==> config.mk <==
export PLATFORM = sky130hd
export DESIGN_NAME = serial_rx
export DESIGN_NICKNAME = d
export VERILOG_FILES = /design/src/rtl/serial_rx_pkg.sv /design/src/rtl/serial_rx_sync_edge.sv /design/src/rtl/serial_rx.sv
export SDC_FILE = /design/constraint.sdc
export NUM_CORES = 1
export LEC_CHECK = 0
export ABC_AREA = 1
export CELL_PAD_IN_SITES_DETAIL_PLACEMENT = 2
export CELL_PAD_IN_SITES_GLOBAL_PLACEMENT = 2
export CORE_MARGIN = 5
export CORE_UTILIZATION = 42
export DETAILED_ROUTE_END_ITERATION = 10
export DONT_BUFFER_PORTS = 1
export PLACE_DENSITY_LB_ADDON = 0.15
export SYNTH_ARGS = -nofsm -noshare
export SYNTH_HDL_FRONTEND = slang
export SYNTH_SLANG_ARGS = --single-unit
==> constraint.sdc <==
create_clock -name clk -period 3.3 [get_ports clk]
set_input_delay 0.66 -clock clk [delete_from_list [all_inputs] [get_ports clk]]
set_output_delay 0.66 -clock clk [all_outputs]
set_load 0.05 [all_outputs]
==> src/rtl/serial_rx_pkg.sv <==
`default_nettype none
// +----------------------------------------------------------------------+
// | Module  : serial_rx_pkg                                              |
// | Brief   : Shared constants and state encoding for the serial receiver|
// | Revision: 1.0 - initial release                                      |
// +----------------------------------------------------------------------+
package serial_rx_pkg;

    localparam int c_DATA_W   = 32;
    localparam int c_MIN_BITS = c_DATA_W;

    localparam logic [1:0] c_ST_IDLE = 2'd0;
    localparam logic [1:0] c_ST_RECV = 2'd1;
    localparam logic [1:0] c_ST_DONE = 2'd2;

    typedef enum logic [1:0] {
        ST_IDLE = c_ST_IDLE,
        ST_RECV = c_ST_RECV,
        ST_DONE = c_ST_DONE
    } state_t;

endpackage
`default_nettype wire

==> src/rtl/serial_rx_sync_edge.sv <==
`default_nettype none
// +----------------------------------------------------------------------+
// | Module  : sync_edge                                                  |
// | Brief   : Multi-flop input synchronizer with rise/fall detection     |
// | Revision: 1.0 - initial release                                      |
// +----------------------------------------------------------------------+
module sync_edge #(
    parameter int STAGES  = 2,
    parameter bit EDGE_EN = 1'b1
) (
    input  logic clk,
    input  logic rst_n,
    input  logic d,
    output logic q,
    output logic rise,
    output logic fall
);

    logic [STAGES-1:0] r_chain;

    always_ff @(posedge clk or negedge rst_n) begin
        if (!rst_n) begin
            r_chain <= '0;
        end else begin
            r_chain <= {r_chain[STAGES-2:0], d};
        end
    end

    assign q = r_chain[STAGES-1];

    generate
        if (EDGE_EN) begin : g_edge
            logic r_prev;

            always_ff @(posedge clk or negedge rst_n) begin
                if (!rst_n) begin
                    r_prev <= 1'b0;
                end else begin
                    r_prev <= r_chain[STAGES-1];
                end
            end

            assign rise = r_chain[STAGES-1] & ~r_prev;
            assign fall = ~r_chain[STAGES-1] & r_prev;
        end else begin : g_no_edge
            assign rise = 1'b0;
            assign fall = 1'b0;
        end
    endgenerate

endmodule
`default_nettype wire

==> src/rtl/serial_rx.sv <==
`default_nettype none
// +----------------------------------------------------------------------+
// | Module  : serial_rx                                                  |
// | Brief   : Oversampling MSB-first serial word receiver                |
// | Revision: 1.0 - initial release                                      |
// +----------------------------------------------------------------------+
module serial_rx
    import serial_rx_pkg::*;
#(
    parameter int DATA_W      = c_DATA_W,
    parameter int SYNC_STAGES = 2,
    parameter int CNT_W       = 6
) (
    input  logic              clk,
    input  logic              rst_n,
    input  logic              sclk,
    input  logic              data_enable,
    input  logic              sdi,
    output logic [DATA_W-1:0] data_out,
    output logic              data_valid,
    output logic              frame_error,
    output logic              rx_busy,
    output logic [CNT_W-1:0]  bit_count
);

    localparam logic [CNT_W-1:0] c_MIN_CNT = CNT_W'(DATA_W);

    logic w_sclk_rise;
    logic w_en_q;
    logic w_en_rise;
    logic w_en_fall;
    logic w_sdi_q;

    sync_edge #(.STAGES(SYNC_STAGES), .EDGE_EN(1'b1)) u_sync_sclk (
        .clk   (clk),
        .rst_n (rst_n),
        .d     (sclk),
        .q     (),
        .rise  (w_sclk_rise),
        .fall  ()
    );

    sync_edge #(.STAGES(SYNC_STAGES), .EDGE_EN(1'b1)) u_sync_en (
        .clk   (clk),
        .rst_n (rst_n),
        .d     (data_enable),
        .q     (w_en_q),
        .rise  (w_en_rise),
        .fall  (w_en_fall)
    );

    sync_edge #(.STAGES(SYNC_STAGES), .EDGE_EN(1'b0)) u_sync_sdi (
        .clk   (clk),
        .rst_n (rst_n),
        .d     (sdi),
        .q     (w_sdi_q),
        .rise  (),
        .fall  ()
    );

    state_t            r_state;
    state_t            w_state_next;
    logic              w_clear;
    logic              w_shift;
    logic              w_done_ok;
    logic              w_done_err;
    logic [DATA_W-1:0] r_shift;
    logic [DATA_W-1:0] r_data_out;
    logic              r_data_valid;
    logic              r_frame_error;
    logic [CNT_W-1:0]  r_bit_count;
    logic [SYNC_STAGES:0] r_warm;
    logic              r_armed;

    always_ff @(posedge clk or negedge rst_n) begin
        if (!rst_n) begin
            r_state <= ST_IDLE;
        end else begin
            r_state <= w_state_next;
        end
    end

    always_comb begin
        w_state_next = r_state;
        w_clear      = 1'b0;
        w_shift      = 1'b0;
        w_done_ok    = 1'b0;
        w_done_err   = 1'b0;
        case (r_state)
            ST_IDLE: begin
                if (w_en_rise && r_armed) begin
                    w_clear      = 1'b1;
                    w_state_next = ST_RECV;
                end
            end
            ST_RECV: begin
                // an sclk edge coinciding with the enable fall is dropped
                if (w_en_fall) begin
                    w_state_next = ST_DONE;
                end else if (w_sclk_rise && w_en_q) begin
                    w_shift = 1'b1;
                end
            end
            ST_DONE: begin
                w_state_next = ST_IDLE;
                if (r_bit_count >= c_MIN_CNT) begin
                    w_done_ok = 1'b1;
                end else begin
                    w_done_err = 1'b1;
                end
            end
            default: begin
                w_state_next = ST_IDLE;
            end
        endcase
    end

    always_ff @(posedge clk or negedge rst_n) begin
        if (!rst_n) begin
            r_shift       <= '0;
            r_data_out    <= '0;
            r_data_valid  <= 1'b0;
            r_frame_error <= 1'b0;
            r_bit_count   <= '0;
            r_warm        <= '0;
            r_armed       <= 1'b0;
        end else begin
            r_data_valid  <= w_done_ok;
            r_frame_error <= w_done_err;
            r_warm        <= {r_warm[SYNC_STAGES-1:0], 1'b1};
            // a frame already in progress at reset release must not be picked up
            if (r_warm[SYNC_STAGES] && !w_en_q) begin
                r_armed <= 1'b1;
            end
            if (w_clear) begin
                r_shift     <= '0;
                r_bit_count <= '0;
            end else if (w_shift) begin
                r_shift <= {r_shift[DATA_W-2:0], w_sdi_q};
                if (r_bit_count != {CNT_W{1'b1}}) begin
                    r_bit_count <= r_bit_count + 1'b1;
                end
            end
            if (w_done_ok) begin
                r_data_out <= r_shift;
            end
        end
    end

    assign data_out    = r_data_out;
    assign data_valid  = r_data_valid;
    assign frame_error = r_frame_error;
    assign rx_busy     = (r_state == ST_RECV);
    assign bit_count   = r_bit_count;

endmodule
`default_nettype wire

==> run metrics <==
Mapped Cells 325; CTS tree built; final worst slack about 1.1 ns; Worst EP arrival 2.40 ns; Synth Area in XOR/XNOR 0.807%; Tightest Pin Transition around 0.66 ns; DR vias ~2.2k; hpwl dp 4.64 mm; clk_skew 0.0157 ns; first-pass GRT wire length 12.5 mm; Final ANT Viol Nets 0; worst hold slack 0.201 ns; Power Density 543 nW/um2; top post-synthesis cells by area dfrtp_1, nand2_1, o21ai_0; row cnt 32; Setup WS pre-CTS roughly 1.1 ns; antenna violations before repair 0; overall power 1.91 mW; wire length per cell 17.0 um; YS warnings 0; port bufs 0; post_cts resized 0; H-tree depth 3; adder-cell share of the synthesized area less than 1%; Max clock buf depth 2; Static Leakage 1.70 nW; Final Cell Area roughly 3500 um2; register area share after synthesis 66.1%; status completed; gr usage total 16.4%; ANT cells 0; Simple-Gate Fraction of Synth Area between 10% and 20%; die area a little under 10,000 um2; RSZ-0062 raised after global routing false; vias in the first global route 2,396; Die Ht 98.0 um; ys flop type dfrtp_1; Async SR Flop Fraction 100%; Starting DRT DRC Count 57; maxcap violations 0; clock sink count 86; largest family of logic cells by synthesized area simple AND/OR/NAND/NOR gates; non-filler cells, final 432; crit path launch type flop; IO Pins 46; critical path fanouts, max 26; maximum vdd drop 0.253 mV; Synth cell types 23; Synth top area share 66.1%; clock latency on the worst-skew pair 0.36 ns; RePlAce Congestion 0.702; post-route minimum period 2.15 ns; Post-Place Cells between 400 and 500; Setup-failing EPs final 0; total placed instance area between 3000 and 4000 um2; Die W about 98 um; Max Transition Viols Final 0; largest net degree at the start of global routing 87; routed wl met2 3.46 mm; synthesis-stage register bit count 86; metal3 WL about 350 um; Synth Area in Compound Gates between 8 and 9%; Worst setup EP type flop; synthesized net count 332; Hold Vio Cnt, Final 0; Synth top cells by count dfrtp_1, nand2_1, o21ai_0; mux contribution to synthesized area 0%; fmax 464 MHz; Period Utilization, post-route 65.3%; DRC errors left 0; Starting Density 42.6%; hold-fix buffer count after cts 1; Finished Core Util 46.1%; max layer used met4; fillers 823; cell area after technology mapping 3260 um2; cts bufs inserted 9; layout overhead on the synthesized area 8.26%; Final #Nets 332; vias per cell a little over 5; total global routing overflow 0; post-CTS setup buffer count 0; DRT Pass-1 Iters 4; WP data required about 3.5 ns; Root Driver clkbuf_8; area leader, netlist dfrtp_1; FF-to-FF path depth 6; worst hold path class primary input to async pin; Sum Neg Setup Slack 0 ns; Reg clk slew, reported paths roughly 0.10 ns; share of cells above drive strength 1 under 10%; M1 wire length 3.43 mm; Post-synth EDFFs 0; Worst slew margin 55.7%; WL final 7.35 mm; Setup Crit Path Kind flop to flop; Core Region 7650 um2; Post-Syn Area per Cell 10.0 um2
placed cells by master, fill, tap and decap left out:
| cell | Yosys | routed |
|---|---|---|
| nand2_1 | 86 | 86 |
| dfrtp_1 | 86 | 86 |
| o21ai_0 | 42 | 42 |
| inv_1 | 34 | 34 |
| nand3_1 | 35 | 34 |
| clkbuf_8 | 0 | 9 |
| nor2_1 | 5 | 5 |
| o21ai_1 | 4 | 4 |
| xor2_1 | 3 | 3 |
| o22ai_1 | 3 | 3 |
| clkinvlp_4 | 0 | 3 |
| nand3_2 | 1 | 2 |
| o21bai_1 | 2 | 2 |
| ha_1 | 2 | 2 |
| clkinv_2 | 0 | 2 |
| buf_4 | 0 | 2 |
| nor2_4 | 1 | 1 |
| clkinv_1 | 1 | 1 |
| nand4_2 | 1 | 1 |
| nand2_2 | 1 | 1 |
| inv_2 | 1 | 1 |
| nor4_1 | 1 | 1 |
| nand4_1 | 1 | 1 |
| inv_6 | 0 | 1 |
| clkinv_4 | 0 | 1 |
| buf_16 | 0 | 1 |
| conb_1 | 1 | 1 |
metal layers:
layer,global-route usage [%],vias up
met3,5.14,8
met1,22.2,1105
li1,-,1028
met5,0,-
met4,5.75,0
met2,25.1,37
worst paths after layout:
kind	slack [ns]	from	to
hold reg to reg	0.35	u_sync_en.r_chain[0]	u_sync_en.r_chain[1]
max in group asynchronous	2.77	rst_n	r_state[1]
setup reg to reg	1.15	r_state[1]	bit_count[1]
hold / removal	0.20	rst_n	data_out[26]
setup / recovery	1.15	r_state[1]	bit_count[1]
min in group clk	0.31	sdi	u_sync_sdi.r_chain[0]
where the power goes:
part / internal (mW) / switching [mW]
sequential: 1.07 / 0.0396
clock: 0.274 / 0.401
combinational: 0.0221 / 0.105
critical path, cell delays in order (launching register included):
cell and delay [ns]:
dfrtp_1 0.46, nor2_4 0.38, nand3_2 0.24, nand2_2 0.45, nand2_1 0.27, nand2_1 0.16
nand2_1 0.08
final cells by class:
type	instances	area, um2	share of cell area (%)
clock inverters	7	50.0	1.42
flip-flops and latches	86	2150	61.1
inverters	36	135	3.83
multi-input cells	189	893	25.3
clock buffers	9	124	3.51
well taps	102	128	3.62
repair buffers	3	42.5	1.21
registers in the layout, indices dropped and copies added (netlist names), 2 cells and up:
name and cells:
bit_count 6, data_out 32, r_shift 32, r_state 2
r_warm 3, u_sync_en.r_chain 2, u_sync_sclk.r_chain 2, u_sync_sdi.r_chain 2
kinds of logic after synthesis:
kind of cell	count (synthesis)
compound gates	51
xor+xnor	3
fa+ha+maj	2
buf+inv	50
flops	86
other cells	1
simple gates	132
Note: power is estimated with default switching activity, not from simulation.
